<file path="config.mk">
export PLATFORM = sky130hd
export DESIGN_NAME = id_ex_alu_issue
export DESIGN_NICKNAME = d
export VERILOG_FILES = /design/src/rtl/rv32i_pkg.sv /design/src/rtl/alu_ctrl_dec.sv /design/src/rtl/id_ex_alu_issue.sv
export SDC_FILE = /design/constraint.sdc
export NUM_CORES = 1
export LEC_CHECK = 0
export CORE_MARGIN = 5
export CORE_UTILIZATION = 40
export CTS_CLUSTER_DIAMETER = 100
export DETAILED_ROUTE_END_ITERATION = 7
export GPL_ROUTABILITY_DRIVEN = 0
export GPL_TIMING_DRIVEN = 1
export PLACE_DENSITY = 0.76
export SETUP_SLACK_MARGIN = 0.4
export SLEW_MARGIN = 20
export SYNTH_ARGS = -nofsm -noshare
export SYNTH_HDL_FRONTEND = slang
export SYNTH_SLANG_ARGS = --single-unit
export TNS_END_PERCENT = 30
</file>
<file path="constraint.sdc">
create_clock -name clk -period 4.1 [get_ports clk]
set_input_delay 0.615 -clock clk [delete_from_list [all_inputs] [get_ports clk]]
set_output_delay 0.615 -clock clk [all_outputs]
set_load 0.1 [all_outputs]
</file>
<file path="src/rtl/rv32i_pkg.sv">
`default_nettype none
// ============================================================================
// Module   : rv32i_pkg
// Purpose  : Shared RV32I definitions for the ID/EX issue stage: major
//            opcodes, 5-bit ALU control codes, operand-select encodings and
//            the forwarding-source selector with its priority helper.
// Revision : 1.0 - initial release
// ============================================================================
package rv32i_pkg;

    localparam logic [6:0] OPC_OP     = 7'b0110011;
    localparam logic [6:0] OPC_OP_IMM = 7'b0010011;
    localparam logic [6:0] OPC_LOAD   = 7'b0000011;
    localparam logic [6:0] OPC_STORE  = 7'b0100011;
    localparam logic [6:0] OPC_BRANCH = 7'b1100011;
    localparam logic [6:0] OPC_LUI    = 7'b0110111;
    localparam logic [6:0] OPC_AUIPC  = 7'b0010111;
    localparam logic [6:0] OPC_JAL    = 7'b1101111;
    localparam logic [6:0] OPC_JALR   = 7'b1100111;

    typedef enum logic [4:0] {
        ALU_ADD  = 5'b00000,
        ALU_SUB  = 5'b10000,
        ALU_AND  = 5'b00010,
        ALU_OR   = 5'b00011,
        ALU_XOR  = 5'b00100,
        ALU_SLT  = 5'b00101,
        ALU_SLL  = 5'b00110,
        ALU_SRL  = 5'b00111,
        ALU_SRA  = 5'b01000,
        ALU_SLTU = 5'b01001
    } alu_op_e;

    typedef enum logic [1:0] {
        A_SEL_RS1  = 2'd0,
        A_SEL_PC   = 2'd1,
        A_SEL_ZERO = 2'd2
    } a_sel_e;

    typedef enum logic [1:0] {
        B_SEL_RS2  = 2'd0,
        B_SEL_IMM  = 2'd1,
        B_SEL_FOUR = 2'd2,
        B_SEL_ZERO = 2'd3
    } b_sel_e;

    typedef enum logic [1:0] {
        FWD_ZERO   = 2'd0,
        FWD_MEM    = 2'd1,
        FWD_WB     = 2'd2,
        FWD_STORED = 2'd3
    } fwd_sel_e;

    // x0 is hard-wired zero; MEM is younger than WB so it wins on a tie.
    function automatic fwd_sel_e fwd_select(
        input logic [4:0] idx,
        input logic       mem_we,
        input logic [4:0] mem_rd,
        input logic       wb_we,
        input logic [4:0] wb_rd
    );
        if (idx == 5'd0)                    return FWD_ZERO;
        else if (mem_we && (mem_rd == idx)) return FWD_MEM;
        else if (wb_we && (wb_rd == idx))   return FWD_WB;
        else                                return FWD_STORED;
    endfunction

endpackage
`default_nettype wire

</file>
<file path="src/rtl/alu_ctrl_dec.sv">
`default_nettype none
// ============================================================================
// Module   : alu_ctrl_dec
// Purpose  : Purely combinational RV32I decode of opcode/funct3/funct7b5 into
//            the ALU control code, operand-A/B selects, branch and illegal
//            flags.
// Ports    : opcode, funct3, funct7b5, imm_b10 (immediate bit 10, selects
//            SRAI) in; alu_ctrl, a_sel, b_sel, is_branch, illegal out.
// Revision : 1.0 - initial release
// ============================================================================
module alu_ctrl_dec
    import rv32i_pkg::*;
(
    input  logic [6:0] opcode,
    input  logic [2:0] funct3,
    input  logic       funct7b5,
    input  logic       imm_b10,
    output alu_op_e    alu_ctrl,
    output a_sel_e     a_sel,
    output b_sel_e     b_sel,
    output logic       is_branch,
    output logic       illegal
);

    // Shared OP / OP-IMM funct3 table; alt picks SUB on 000 and SRA on 101.
    function automatic alu_op_e arith_op(input logic [2:0] f3, input logic alt);
        case (f3)
            3'b000:  return alt ? ALU_SUB : ALU_ADD;
            3'b001:  return ALU_SLL;
            3'b010:  return ALU_SLT;
            3'b011:  return ALU_SLTU;
            3'b100:  return ALU_XOR;
            3'b101:  return alt ? ALU_SRA : ALU_SRL;
            3'b110:  return ALU_OR;
            default: return ALU_AND;
        endcase
    endfunction

    always_comb begin
        alu_ctrl  = ALU_ADD;
        a_sel     = A_SEL_RS1;
        b_sel     = B_SEL_IMM;
        is_branch = 1'b0;
        illegal   = 1'b0;
        case (opcode)
            OPC_OP: begin
                alu_ctrl = arith_op(funct3, funct7b5);
                b_sel    = B_SEL_RS2;
            end
            OPC_OP_IMM: begin
                // ADDI never subtracts; only the shift-right slot uses imm[10].
                alu_ctrl = arith_op(funct3, (funct3 == 3'b101) ? imm_b10 : 1'b0);
            end
            OPC_LOAD, OPC_STORE: begin
                alu_ctrl = ALU_ADD;
            end
            OPC_BRANCH: begin
                is_branch = 1'b1;
                b_sel     = B_SEL_RS2;
                // funct3[2] separates equality from ordered compares,
                // funct3[1] separates signed from unsigned.
                if (!funct3[2])     alu_ctrl = ALU_SUB;
                else if (funct3[1]) alu_ctrl = ALU_SLTU;
                else                alu_ctrl = ALU_SLT;
            end
            OPC_LUI: begin
                a_sel = A_SEL_ZERO;
            end
            OPC_AUIPC: begin
                a_sel = A_SEL_PC;
            end
            OPC_JAL, OPC_JALR: begin
                // ALU produces the link value pc+4.
                a_sel = A_SEL_PC;
                b_sel = B_SEL_FOUR;
            end
            default: begin
                illegal = 1'b1;
                a_sel   = A_SEL_ZERO;
                b_sel   = B_SEL_ZERO;
            end
        endcase
    end

endmodule
`default_nettype wire

</file>
<file path="src/rtl/id_ex_alu_issue.sv">
`default_nettype none
// ============================================================================
// Module   : id_ex_alu_issue
// Purpose  : ID/EX pipeline stage feeding the ALU. Single-entry valid/ready
//            register holding one decoded instruction, with WB write-through
//            on accept, WB hold-capture while stalled, and combinational
//            MEM/WB forwarding on the stored operands.
// Ports    : clk, rst_n (async, active low), flush_i; in_* decode side with
//            in_valid/in_ready; mem_fwd_* / wb_fwd_* forwarding sources;
//            out_valid/out_ready with a_in, b_in, ALUControl and carried
//            fields (out_rs2_data, out_rd_idx, out_pc, out_funct3,
//            out_is_branch, out_illegal).
// Revision : 1.0 - initial release
// ============================================================================
module id_ex_alu_issue
    import rv32i_pkg::*;
#(
    parameter int XLEN   = 32,
    parameter int FWD_EN = 1
) (
    input  logic            clk,
    input  logic            rst_n,
    input  logic            flush_i,
    input  logic            in_valid,
    output logic            in_ready,
    input  logic [6:0]      in_opcode,
    input  logic [2:0]      in_funct3,
    input  logic            in_funct7b5,
    input  logic [XLEN-1:0] in_pc,
    input  logic [XLEN-1:0] in_imm,
    input  logic [4:0]      in_rs1_idx,
    input  logic [4:0]      in_rs2_idx,
    input  logic [4:0]      in_rd_idx,
    input  logic [XLEN-1:0] in_rs1_data,
    input  logic [XLEN-1:0] in_rs2_data,
    input  logic            mem_fwd_we,
    input  logic [4:0]      mem_fwd_rd,
    input  logic [XLEN-1:0] mem_fwd_data,
    input  logic            wb_fwd_we,
    input  logic [4:0]      wb_fwd_rd,
    input  logic [XLEN-1:0] wb_fwd_data,
    output logic            out_valid,
    input  logic            out_ready,
    output logic [XLEN-1:0] a_in,
    output logic [XLEN-1:0] b_in,
    output logic [4:0]      ALUControl,
    output logic [XLEN-1:0] out_rs2_data,
    output logic [4:0]      out_rd_idx,
    output logic [XLEN-1:0] out_pc,
    output logic [2:0]      out_funct3,
    output logic            out_is_branch,
    output logic            out_illegal
);

    localparam logic [XLEN-1:0] C_FOUR = XLEN'(4);

    // Decoder outputs for the instruction on the input side.
    alu_op_e dec_alu;
    a_sel_e  dec_a_sel;
    b_sel_e  dec_b_sel;
    logic    dec_is_branch;
    logic    dec_illegal;

    alu_ctrl_dec u_dec (
        .opcode    (in_opcode),
        .funct3    (in_funct3),
        .funct7b5  (in_funct7b5),
        .imm_b10   (in_imm[10]),
        .alu_ctrl  (dec_alu),
        .a_sel     (dec_a_sel),
        .b_sel     (dec_b_sel),
        .is_branch (dec_is_branch),
        .illegal   (dec_illegal)
    );

    logic            valid_q,     valid_d;
    alu_op_e         alu_q,       alu_d;
    a_sel_e          a_sel_q,     a_sel_d;
    b_sel_e          b_sel_q,     b_sel_d;
    logic            is_branch_q, is_branch_d;
    logic            illegal_q,   illegal_d;
    logic [2:0]      funct3_q,    funct3_d;
    logic [4:0]      rs1_idx_q,   rs1_idx_d;
    logic [4:0]      rs2_idx_q,   rs2_idx_d;
    logic [4:0]      rd_idx_q,    rd_idx_d;
    logic [XLEN-1:0] pc_q,        pc_d;
    logic [XLEN-1:0] imm_q,       imm_d;
    logic [XLEN-1:0] rs1_data_q,  rs1_data_d;
    logic [XLEN-1:0] rs2_data_q,  rs2_data_d;

    logic w_accept;
    logic w_hold;

    assign in_ready = !valid_q || out_ready;
    // Flush outranks accept: the instruction presented during a flush is lost.
    assign w_accept = in_valid && in_ready && !flush_i;
    assign w_hold   = valid_q && !out_ready;

    always_comb begin
        valid_d     = valid_q;
        alu_d       = alu_q;
        a_sel_d     = a_sel_q;
        b_sel_d     = b_sel_q;
        is_branch_d = is_branch_q;
        illegal_d   = illegal_q;
        funct3_d    = funct3_q;
        rs1_idx_d   = rs1_idx_q;
        rs2_idx_d   = rs2_idx_q;
        rd_idx_d    = rd_idx_q;
        pc_d        = pc_q;
        imm_d       = imm_q;
        rs1_data_d  = rs1_data_q;
        rs2_data_d  = rs2_data_q;

        if (flush_i)        valid_d = 1'b0;
        else if (w_accept)  valid_d = 1'b1;
        else if (out_ready) valid_d = 1'b0;

        if (w_accept) begin
            alu_d       = dec_alu;
            a_sel_d     = dec_a_sel;
            b_sel_d     = dec_b_sel;
            is_branch_d = dec_is_branch;
            illegal_d   = dec_illegal;
            funct3_d    = in_funct3;
            rs1_idx_d   = in_rs1_idx;
            rs2_idx_d   = in_rs2_idx;
            rd_idx_d    = in_rd_idx;
            pc_d        = in_pc;
            imm_d       = in_imm;
            // The register file read misses a same-cycle WB write; take it here.
            rs1_data_d  = (wb_fwd_we && (wb_fwd_rd == in_rs1_idx) && (in_rs1_idx != 5'd0))
                          ? wb_fwd_data : in_rs1_data;
            rs2_data_d  = (wb_fwd_we && (wb_fwd_rd == in_rs2_idx) && (in_rs2_idx != 5'd0))
                          ? wb_fwd_data : in_rs2_data;
        end else if (w_hold) begin
            // A stalled instruction would lose a WB result once it retires.
            if (wb_fwd_we && (wb_fwd_rd == rs1_idx_q) && (rs1_idx_q != 5'd0))
                rs1_data_d = wb_fwd_data;
            if (wb_fwd_we && (wb_fwd_rd == rs2_idx_q) && (rs2_idx_q != 5'd0))
                rs2_data_d = wb_fwd_data;
        end
    end

    always_ff @(posedge clk or negedge rst_n) begin
        if (!rst_n) begin
            valid_q     <= 1'b0;
            alu_q       <= ALU_ADD;
            a_sel_q     <= A_SEL_RS1;
            b_sel_q     <= B_SEL_RS2;
            is_branch_q <= 1'b0;
            illegal_q   <= 1'b0;
            funct3_q    <= 3'd0;
            rs1_idx_q   <= 5'd0;
            rs2_idx_q   <= 5'd0;
            rd_idx_q    <= 5'd0;
            pc_q        <= '0;
            imm_q       <= '0;
            rs1_data_q  <= '0;
            rs2_data_q  <= '0;
        end else begin
            valid_q     <= valid_d;
            alu_q       <= alu_d;
            a_sel_q     <= a_sel_d;
            b_sel_q     <= b_sel_d;
            is_branch_q <= is_branch_d;
            illegal_q   <= illegal_d;
            funct3_q    <= funct3_d;
            rs1_idx_q   <= rs1_idx_d;
            rs2_idx_q   <= rs2_idx_d;
            rd_idx_q    <= rd_idx_d;
            pc_q        <= pc_d;
            imm_q       <= imm_d;
            rs1_data_q  <= rs1_data_d;
            rs2_data_q  <= rs2_data_d;
        end
    end

    logic [XLEN-1:0] rs1_fwd;
    logic [XLEN-1:0] rs2_fwd;

    if (FWD_EN != 0) begin : g_fwd
        fwd_sel_e sel1;
        fwd_sel_e sel2;
        always_comb begin
            sel1 = fwd_select(rs1_idx_q, mem_fwd_we, mem_fwd_rd, wb_fwd_we, wb_fwd_rd);
            sel2 = fwd_select(rs2_idx_q, mem_fwd_we, mem_fwd_rd, wb_fwd_we, wb_fwd_rd);
            case (sel1)
                FWD_ZERO: rs1_fwd = '0;
                FWD_MEM:  rs1_fwd = mem_fwd_data;
                FWD_WB:   rs1_fwd = wb_fwd_data;
                default:  rs1_fwd = rs1_data_q;
            endcase
            case (sel2)
                FWD_ZERO: rs2_fwd = '0;
                FWD_MEM:  rs2_fwd = mem_fwd_data;
                FWD_WB:   rs2_fwd = wb_fwd_data;
                default:  rs2_fwd = rs2_data_q;
            endcase
        end
    end else begin : g_no_fwd
        assign rs1_fwd = rs1_data_q;
        assign rs2_fwd = rs2_data_q;
    end

    always_comb begin
        case (a_sel_q)
            A_SEL_RS1: a_in = rs1_fwd;
            A_SEL_PC:  a_in = pc_q;
            default:   a_in = '0;
        endcase
        case (b_sel_q)
            B_SEL_RS2:  b_in = rs2_fwd;
            B_SEL_IMM:  b_in = imm_q;
            B_SEL_FOUR: b_in = C_FOUR;
            default:    b_in = '0;
        endcase
    end

    assign out_valid     = valid_q;
    assign ALUControl    = alu_q;
    assign out_rs2_data  = rs2_fwd;
    assign out_rd_idx    = rd_idx_q;
    assign out_pc        = pc_q;
    assign out_funct3    = funct3_q;
    assign out_is_branch = is_branch_q;
    assign out_illegal   = illegal_q;

endmodule
`default_nettype wire

</file>
== Yosys cells after proc, flatten, opt, wreduce, memory -nomap -nowiden ==
Cells that the tools add are included.
Widths: inputs -> output; s select.
Operators by class
  reduce and logical (&&, ||, !) cells: 40
  multiplexer cells: 35
  equality and inequality tests: 28
Operators with widths (number)
  $pmux 32 s3: 3
  $mux 32: 8
  $pmux 5 s7: 2
  $pmux 32 s2: 1
  $eq 5x5->1: 6
  $eq 7x6->1 const B: 3
  $eq 7x7->1 const B: 3
  $reduce_bool 5->1: 4
  $mux 5: 3
  $pmux 5 s3: 1
  $eq 7x5->1 const B: 2
  $logic_and 1x1->1: 13
  $mux 4: 3
  $logic_not 5->1: 2
  $reduce_or 5->1: 2
  $eq 3x3->1 const B: 3
  $reduce_or 9->1: 1
  $eq 2x1->1 const B: 4
  $logic_not 2->1: 4
  $mux 1: 8
  $mux 2: 4
  $eq 7x2->1 const B: 1
  $eq 2x2->1 const B: 3
  $eq 3x2->1 const B: 2
  11 further kinds: 17
Word-level totals
  output and inout port bits: 145
  bits in registers: 158
  word-level logic and storage cells: 117
  bits of input ports: 235

== Longest topological paths before layout ==
Gate-level depths: netlist of the first run.
  depth after elaboration: 8
  mapped depth: 8

== Hierarchy ==
Synthesis of the first run repeated with hierarchy kept, for this count alone.
Unflattened totals
  cell total of the unflattened synthesis: 1168
  area total of the unflattened synthesis: 9708.1 µm²
Modules (own cells, without submodules)
  id_ex_alu_issue: times used 1, area each 9396.5 µm², cells each 1120
  alu_ctrl_dec: times used 1, area each 311.5 µm², cells each 48

== Worst setup path before layout of the first run ==
OpenSTA, ideal clock, no wires.
  kind: input-to-output
  start: input port wb_fwd_rd[3]
  end: output port out_rs2_data[10]
  data arrival time: 3844 ps
  data required time: 3485 ps
  stages on the path: 7
  path buffers: 2
  slack: -359 ps
  path through: buf_2 > xnor2_1 > nand3_1 > nor2_1 > buf_4 > mux2i_1 > o21ai_0
Between the ends
  cells in the longest elaborated chain, start to end: 7
Ends and longest elaborated chain
  start, declared: RTL line id_ex_alu_issue.sv:40  | input logic [4:0] wb_fwd_rd,
  $eq 5x5->1 *: RTL line rv32i_pkg.sv:64  | else if (wb_we && (wb_rd == idx)) return FWD_WB;
  $logic_and 1x1->1 *: RTL line rv32i_pkg.sv:64
  $mux 1 *: RTL line rv32i_pkg.sv:64
  $mux 2 *: RTL line rv32i_pkg.sv:63  | else if (mem_we && (mem_rd == idx)) return FWD_MEM;
  $mux 2 *: RTL line rv32i_pkg.sv:62  | if (idx == 5'd0) return FWD_ZERO;
  $eq 2x2->1 (tied with other cells): RTL line id_ex_alu_issue.sv:194  | case (sel2)
  $pmux 32 s3 *: RTL line id_ex_alu_issue.sv:194
  end, declared: RTL line id_ex_alu_issue.sv:47  | output logic [XLEN-1:0] out_rs2_data,
Mark *: on every way between the ends. The rest lies on a longest branch, timed or not.

== Final worst setup path of the first run ==
  start: input port wb_fwd_rd[2]
  end: output port out_rs2_data[6]
The elaborated chain is that of the path after synthesis.

==> metrics.md, run 1 <==
| Metric | Value |
|---|---|
| Detailed Route Iter0 Violations | `1140` |
| NumNets Final | `1710` |
| GRT Residual Overflow | `0` |
| Sort of element at the start of the critical path | `primary input` |
| Highest ir drop seen on vdd | `0.319 mV` |
| Count of state elements after synthesis | `about 160` |
| Synth async-reset ratio | `100%` |
| Root buffer cell | `sky130_fd_sc_hd__clkbuf_16` |
| Pre-CTS setup slack | `between 0.2 and 0.25 ns` |
| Area growth syn-to-layout | `62.0%` |
| Fraction of post-synthesis cell area in the top cell type by area | `42.2%` |
| Synth cell types | `48` |
| Initial antenna violation count | `5` |
| CP Class | `primary input to primary output` |
| Max Fclk | `about 270 MHz` |
| # IOs | `380` |
| TritonCTS buffer count | `17` |
| Outcome | `completed` |
| Final Hold Fails | `0` |
| Clock input transition at the sequential cells of the worst setup and hold paths | `around 0.08 ns` |
| Detailed-route wire length | `43100 um` |
| # clock sinks | `158` |
| # port buffers | `379` |
| Pin count of the biggest net entering global routing | `90` |
| Setup repair after global routing missed its margin | `false` |
| Utilization after layout | `65.2%` |
| Launch point of the worst reg-to-reg path | `rs1_idx_q[2]` |
| Vias per std cell | `5.58` |
| Worst Setup End Kind | `primary output` |
| Vias | `10097` |
| Relative slew slack | `29.1%` |
| Number of placement rows | `56` |
| Post-layout worst setup margin | `0.447 ns` |
| Delay contributed by the slowest stage of the critical path | `about 0.63 ns` |
| Chip Width | `163 um` |
| DRC errors left | `0` |
| Max FO, Critical Path | `32` |
| CP max-delay cell | `sky130_fd_sc_hd__clkdlybuf4s50_1` |
| Critical Path AT | `between 3 and 4 ns` |
| Worst endpoint required time | `3.48 ns` |
| Max-cap viol count | `0` |
| Global-route usage over all layers | `31.1%` |
| Slew at the pin with the worst max-slew slack | `1.06 ns` |
| Cell Pwr Density | `roughly 540 nW/um2` |
| Fraction of layout cells with a size suffix above 1 | `15.0%` |
| Worst-Skew Late Latency | `0.42 ns` |
| Register area share after synthesis | `42.2%` |
| Most used DFF post-synth | `sky130_fd_sc_hd__dfrtp_1` |
| H-Tree Level Count | `4` |
| Number of hold buffers added after CTS | `0` |
| Most frequent cell on the critical path | `sky130_fd_sc_hd__buf_12` |
| Sum of net half-perimeters after detailed placement | `between 30000 and 40000 um` |
| Wire per inst | `23.8 um` |
| Effective utilization at floorplan | `40.3%` |
| Number of synthesized flops with an enable pin | `0` |
| Chain of cells forming the critical path | `clkdlybuf4s50_1 > xnor2_1 > nand3_1 > nor2_4 > buf_12 > mux2i_1 > o21ai_1 > buf_12` |
| Min-Delay Path Class | `primary input to async pin` |
| YS warnings | `0` |
| Synthesized area | `9370 um2` |
| Filler instances | `just under 2000` |
| Synthesized netlist cell count | `1130` |
| Largest area contributor in the synthesized netlist | `sky130_fd_sc_hd__dfrtp_1` |
| Area of the core | `approximately 23000 um2` |
| First-pass iteration count of the detailed router | `6` |
| Post-route fraction of the period consumed by the critical path | `89.1%` |
| Post-Route Skew | `0.0168 ns` |
| Multi-input logic area | `5070 um2` |
| Total Die Area | `between 20000 and 30000 um2` |
| Leading cell types by total area after synthesis | `sky130_fd_sc_hd__dfrtp_1 42%, sky130_fd_sc_hd__nand2_1 16%, sky130_fd_sc_hd__mux2i_1 10%` |
| Area taken by flip-flops and latches | `3950 um2` |
| Number of setup violations in the final report | `0` |
| P_leak | `approximately 6.5 nW` |
| Post-synthesis average cell area | `roughly 8.3 um2` |
| Number of nets produced by synthesis | `1365` |
| Startpoint of the worst setup timing path | `wb_fwd_rd[2]` |
| Max Transition Viols Final | `0` |
| Antenna-violating nets left | `0` |
| Wire length of the first global-routing pass | `62500 um` |
| CTS tree | `done` |
| Y dimension of the die | `163 um` |
| Max clock buf depth | `2` |
| Vias in the first global route | `9932` |
| Minimum clock period | `3.65 ns` |
==> per-layer routing <==
layer	wire length, um	vias to the layer above	GRT usage, %
li1	-	4557	-
met1	17300	4847	42.4
met2	19600	584	48.0
met3	4620	101	9.01
met4	1560	8	10.1
met5	61	-	0
==> state kept, by name (all words and copies together), names as in the netlist <==
register,count
rs2_idx_q,5
out_is_branch,1
ALUControl,5
out_funct3,3
rs1_data_q,32
rs1_idx_q,5
imm_q,32
a_sel_q,2
rs2_data_q,32
out_rd_idx,5
out_illegal,1
out_valid,1
b_sel_q,2
out_pc,32
==> final timing paths <==
check	to	slack, ns	cells after the start
hold / removal	imm_q[14]	0.23	1
setup / recovery	out_rs2_data[6]	0.45	8
max in group asynchronous	rs1_data_q[23]	2.90	2
hold reg to reg	imm_q[8]	0.48	2
min in group clk	imm_q[8]	0.48	2
setup reg to reg	rs1_data_q[18]	1.81	6
==> report_power, final <==
part | internal [mW] | total [mW] | switching (mW)
combinational | 1.49 | 4.58 | 3.10
clock | 0.813 | 1.56 | 0.751
sequential | 1.79 | 1.99 | 0.195
total | 4.09 | 8.14 | 4.04
==> synthesized netlist by cell type, drive strengths merged, types with 6 or more instances <==
| cell type | n |
|---|---|
| clkbuf | 42 |
| a31oi | 24 |
| o21ai | 47 |
| a22oi | 12 |
| a21oi | 42 |
| dfrtp | 158 |
| xor2 | 8 |
| nand2 | 407 |
| o221ai | 63 |
| nor2 | 65 |
| xnor2 | 20 |
| inv | 39 |
| buf | 38 |
| nand3 | 19 |
| o31ai | 6 |
| mux2i | 96 |
==> worst max-delay path, delay by kind of cell <==
kind | cells | cell delay (ns)
xor+xnor | 1 | 0.16
simple gates | 2 | 0.38
compound gates | 1 | 0.24
buf+inv | 3 | 1.11
mux | 1 | 0.46
==> cell usage in the layout, fill, tap and decap left out, drive strengths merged, types with 3 or more instances in the layout <==
cell type / instances
a21oi: 42
a22oi: 12
a31oi: 24
and2: 3
buf: 123
clkbuf: 19
clkdlybuf4s50: 282
clkinvlp: 3
dfrtp: 158
inv: 48
mux2i: 96
nand2: 407
nand3: 19
nor2: 65
nor2b: 5
nor3: 5
o21ai: 47
o221ai: 63
o31a: 3
o31ai: 6
or3: 3
xnor2: 20
xor2: 8
==> cell families after synthesis <==
logic type / synth area share, %
muxes: 10.4
buffers and inverters: 5.62
xor gates and xnor gates: 2.62
DFF: 42.2
AOI/OAI and AO/OA: 17.0
and+or+nand+nor: 22.1
==> area by class of cell <==
cell class | instances | share of cell area (%)
diodes | 2 | 0.0330
clock buffers | 18 | 2.83
clock inverters | 14 | 0.948
inverters | 39 | 0.964
multi-input cells | 853 | 33.4
flip-flops and latches | 158 | 26.0
well taps | 319 | 2.63
repair buffers | 406 | 33.1
==> repair_timing <==
action,in CTS,in global routing
setup endpoints to repair,31,27
buffers inserted,1,0
pin swaps,1,0
cloned,0,1
resized for setup,1,5
==> metrics by stage <==
step | hold WS (ns) | instance area [um2] | total power [mW] | instances | setup TNS, ns
2_1_floorplan | 0.319 | 9440 | 4.76 | 1130 | -0.305
3_3_place_gp | 0.459 | 14500 | 6.53 | 1773 | 0
3_5_place_dp | 0.462 | 14500 | 6.56 | 1773 | 0
4_1_cts | 0.285 | 15100 | 8.13 | 1806 | 0
5_1_grt | 0.312 | 15200 | 8.37 | 1808 | 0
6_report | 0.234 | 15200 | 8.14 | 1809 | 0
No activity file was read; power rests on OpenSTA's default activity.
==> run 2: changes to the inputs <==
- CTS_BUF_LIST: unset -> sky130_fd_sc_hd__clkbuf_4
- PLACE_DENSITY: 0.76 -> 0.84
==> run 2 against run 1 <==
  * Worst setup slack lost 0.094 ns
  * Critical path depth is the same
  * Register-to-register slack lost 0.05 ns
  * Count of clock-buffer cells in the layout shrank 1
  * Global-route usage grew 0.54 points
  * Clock skew grew 0.022 ns
  * Total power shrank 5.0%
  * Utilization shrank 0.44 points
  * Via count grew 2.0%
  * Die area is the same
  * Combinational power grew 2%
  * Largest cell class unchanged
  * Largest power group unchanged
==> metrics.md, run 2 (synthesized netlist as in run 1, its figures left out) <==
| Metric | Value |
|---|---|
| Relative slew slack | `29.1% (about the same)` |
| Cell Pwr Density | `513 nW/um2 (-4.3%)` |
| Utilization after layout | `64.8% (-0.44 points)` |
| H-Tree Level Count | `4 (unchanged)` |
| # clock sinks | `158 (unchanged)` |
| Worst flop-to-flop path endpoint | `out_illegal` |
| Detailed-route wire length | `43800 um (+1.6%)` |
| Filler instances | `1848 (-4.1%)` |
| Max FO, Critical Path | `32 (unchanged)` |
| Sum of net half-perimeters after detailed placement | `33500 um (+2.2%)` |
| Outcome | `completed` |
| Top sig layer | `met5` |
| GRT Residual Overflow | `0 (unchanged)` |
| Slew at the pin with the worst max-slew slack | `1.06 ns (+0.000163 ns)` |
| CP Class | `primary input to primary output` |
| Delay contributed by the slowest stage of the critical path | `0.63 ns (about the same)` |
| Pin count of the biggest net entering global routing | `102 (+13%)` |
| Y dimension of the die | `163 um (unchanged)` |
| Final Hold Fails | `0 (unchanged)` |
| Antenna-violating nets left | `0 (unchanged)` |
| Area of the core | `23300 um2 (unchanged)` |
| Vias per std cell | `5.66 (+1.4%)` |
| # IOs | `380 (unchanged)` |
| Worst-Skew Late Latency | `0.58 ns (+0.16 ns)` |
| Max Fclk | `267 MHz (-2.5%)` |
| Routed wire length on met2 | `19300 um (-1.4%)` |
| Slack of the worst reg-to-reg path | `1.76 ns (-0.05 ns)` |
| Post-Route Skew | `0.0391 ns (+0.0223 ns)` |
| First-pass iteration count of the detailed router | `7 (+1)` |
| Largest delay contributor family on the critical path | `buffers and inverters` |
| Chain of cells forming the critical path | `clkdlybuf4s50_1 > xnor2_1 > nand3_1 > nor2_4 > buf_12 > mux2i_1 > o21ai_0 > buf_12` |
| CP max-delay cell | `sky130_fd_sc_hd__clkdlybuf4s50_1` |
| NumNets Final | `1721 (+0.64%)` |
| Commonest cells after routing, fill and taps aside | `407 x sky130_fd_sc_hd__nand2_1, 281 x sky130_fd_sc_hd__clkdlybuf4s50_1, 155 x sky130_fd_sc_hd__dfrtp_1` |
| Number of cells in the design after placement | `1779 (+0.34%)` |
| Minimum clock period | `3.75 ns (+0.0937 ns)` |
| DRC errors left | `0 (unchanged)` |
| Number of standard cells in the layout, taps in and fillers out | `1819 (+0.55%)` |
| Final Cell Area | `15100 um2 (-0.68%)` |
| Buffers & Inverters on Critical Path | `3 (unchanged)` |
| Number of placement rows | `56 (unchanged)` |
| Routed met3 length | `4520 um (-2.2%)` |
| Post-Route M1 WL | `17800 um (+2.8%)` |
| Setup repair after global routing missed its margin | `true` |
| Detailed Route Iter0 Violations | `1215 (+6.6%)` |
| Wire length of the first global-routing pass | `63900 um (+2.1%)` |
| Most frequent cell on the critical path | `sky130_fd_sc_hd__buf_12` |
| Most common library cell in the layout ignoring fill and taps | `sky130_fd_sc_hd__nand2_1` |
| Critical Path AT | `3.13 ns (+0.09 ns)` |
| TritonCTS buffer count | `17 (unchanged)` |
| Sort of element at the start of the critical path | `primary input` |
| Root buffer cell | `sky130_fd_sc_hd__clkbuf_4` |
| Worst Setup End Kind | `primary output` |
| # port buffers | `379 (unchanged)` |
| Vias in the first global route | `10385 (+4.6%)` |
| Post-route fraction of the period consumed by the critical path | `91.4% (+2.3 points)` |
| Max-cap viol count | `0 (unchanged)` |
| Max clock buf depth | `2 (unchanged)` |
| Area growth syn-to-layout | `60.9%` |
| Min-Delay Path Class | `primary input to async pin` |
| Hold Worst Slack | `0.141 ns (-0.0926 ns)` |
| Setup total negative slack | `0 ns (unchanged)` |
| Max Transition Viols Final | `0 (unchanged)` |
| Total Die Area | `26600 um2 (unchanged)` |
| P_leak | `6.48 nW (-0.57%)` |
| Total cell area at the placement stage | `14600 um2 (+0.25%)` |
| Number of setup violations in the final report | `0 (unchanged)` |
| CTS tree | `done` |
| Highest ir drop seen on vdd | `0.344 mV (+7.7%)` |
| Clock input transition at the sequential cells of the worst setup and hold paths | `0.16 ns (+0.08 ns)` |
| Vias | `10294 (+2.0%)` |
| Wire per inst | `24.1 um (+1.0%)` |
| Initial antenna violation count | `2 (-3)` |
| Worst endpoint required time | `3.48 ns (about the same)` |
| Launch point of the worst reg-to-reg path | `out_valid` |
| Global-route usage over all layers | `31.7% (+0.54 points)` |
| Chip Width | `163 um (unchanged)` |
| R2R cell count | `6 (unchanged)` |
| Fraction of layout cells with a size suffix above 1 | `15.9% (+0.90 points)` |
| Effective utilization at floorplan | `40.3% (unchanged)` |
## run 2: cell types whose count changed in the layout (fill, tap and decap cells not counted), moves of 5 or more
cell	change
sky130_fd_sc_hd__o221ai_4	+5
sky130_fd_sc_hd__clkbuf_4	+17
sky130_fd_sc_hd__buf_4	+11
sky130_fd_sc_hd__clkbuf_16	-18
sky130_fd_sc_hd__o221ai_2	-5
## run 2: final cells by class
class | instances | area [um2] | share of cell area, %
diodes | 2 | 5.00 | 0.0332
clock buffers | 17 | 128 | 0.847
clock inverters | 14 | 191 | 1.27
inverters | 39 | 146 | 0.971
multi-input cells | 853 | 5130 | 34.0
flip-flops and latches | 158 | 3960 | 26.3
well taps | 319 | 399 | 2.65
repair buffers | 417 | 5120 | 33.9
## run 2: worst max path at each step
stage | start | end | cells after the start
finish | wb_fwd_rd[2] | out_rs2_data[30] | 8
global route | wb_fwd_rd[3] | a_in[18] | 8
floorplan | wb_fwd_rd[3] | out_rs2_data[30] | 6
detailed placement | mem_fwd_rd[1] | b_in[31] | 8
global placement | mem_fwd_rd[3] | b_in[31] | 8
CTS | wb_fwd_rd[2] | out_rs2_data[8] | 8
## run 2: metrics by stage
stage	worst slack [ns]	total power, mW
global route	0.330	7.96
detailed placement	0.191	6.59
CTS	0.395	7.69
global placement	0.287	6.54
finish	0.353	7.73
floorplan	-0.159	4.76
## run 2: where the power goes
group	internal [mW]	switching, mW
clock	0.443	0.648
sequential	1.79	0.201
combinational	1.52	3.13
## run 2: layer usage
layer	vias up	global-route usage, %
met5	-	0
met4	2	14.5
met3	159	10.6
met2	645	46.8
met1	4920	42.2
li1	4568	-
## run 2: what timing repair did
item / CTS / global route
buffers inserted: 1 / 5
gates cloned: 1 / 0
setup endpoints to repair: 32 / 36
hold buffers: 0 / 0
gates resized for setup: 4 / 13
pin swaps: 1 / 0
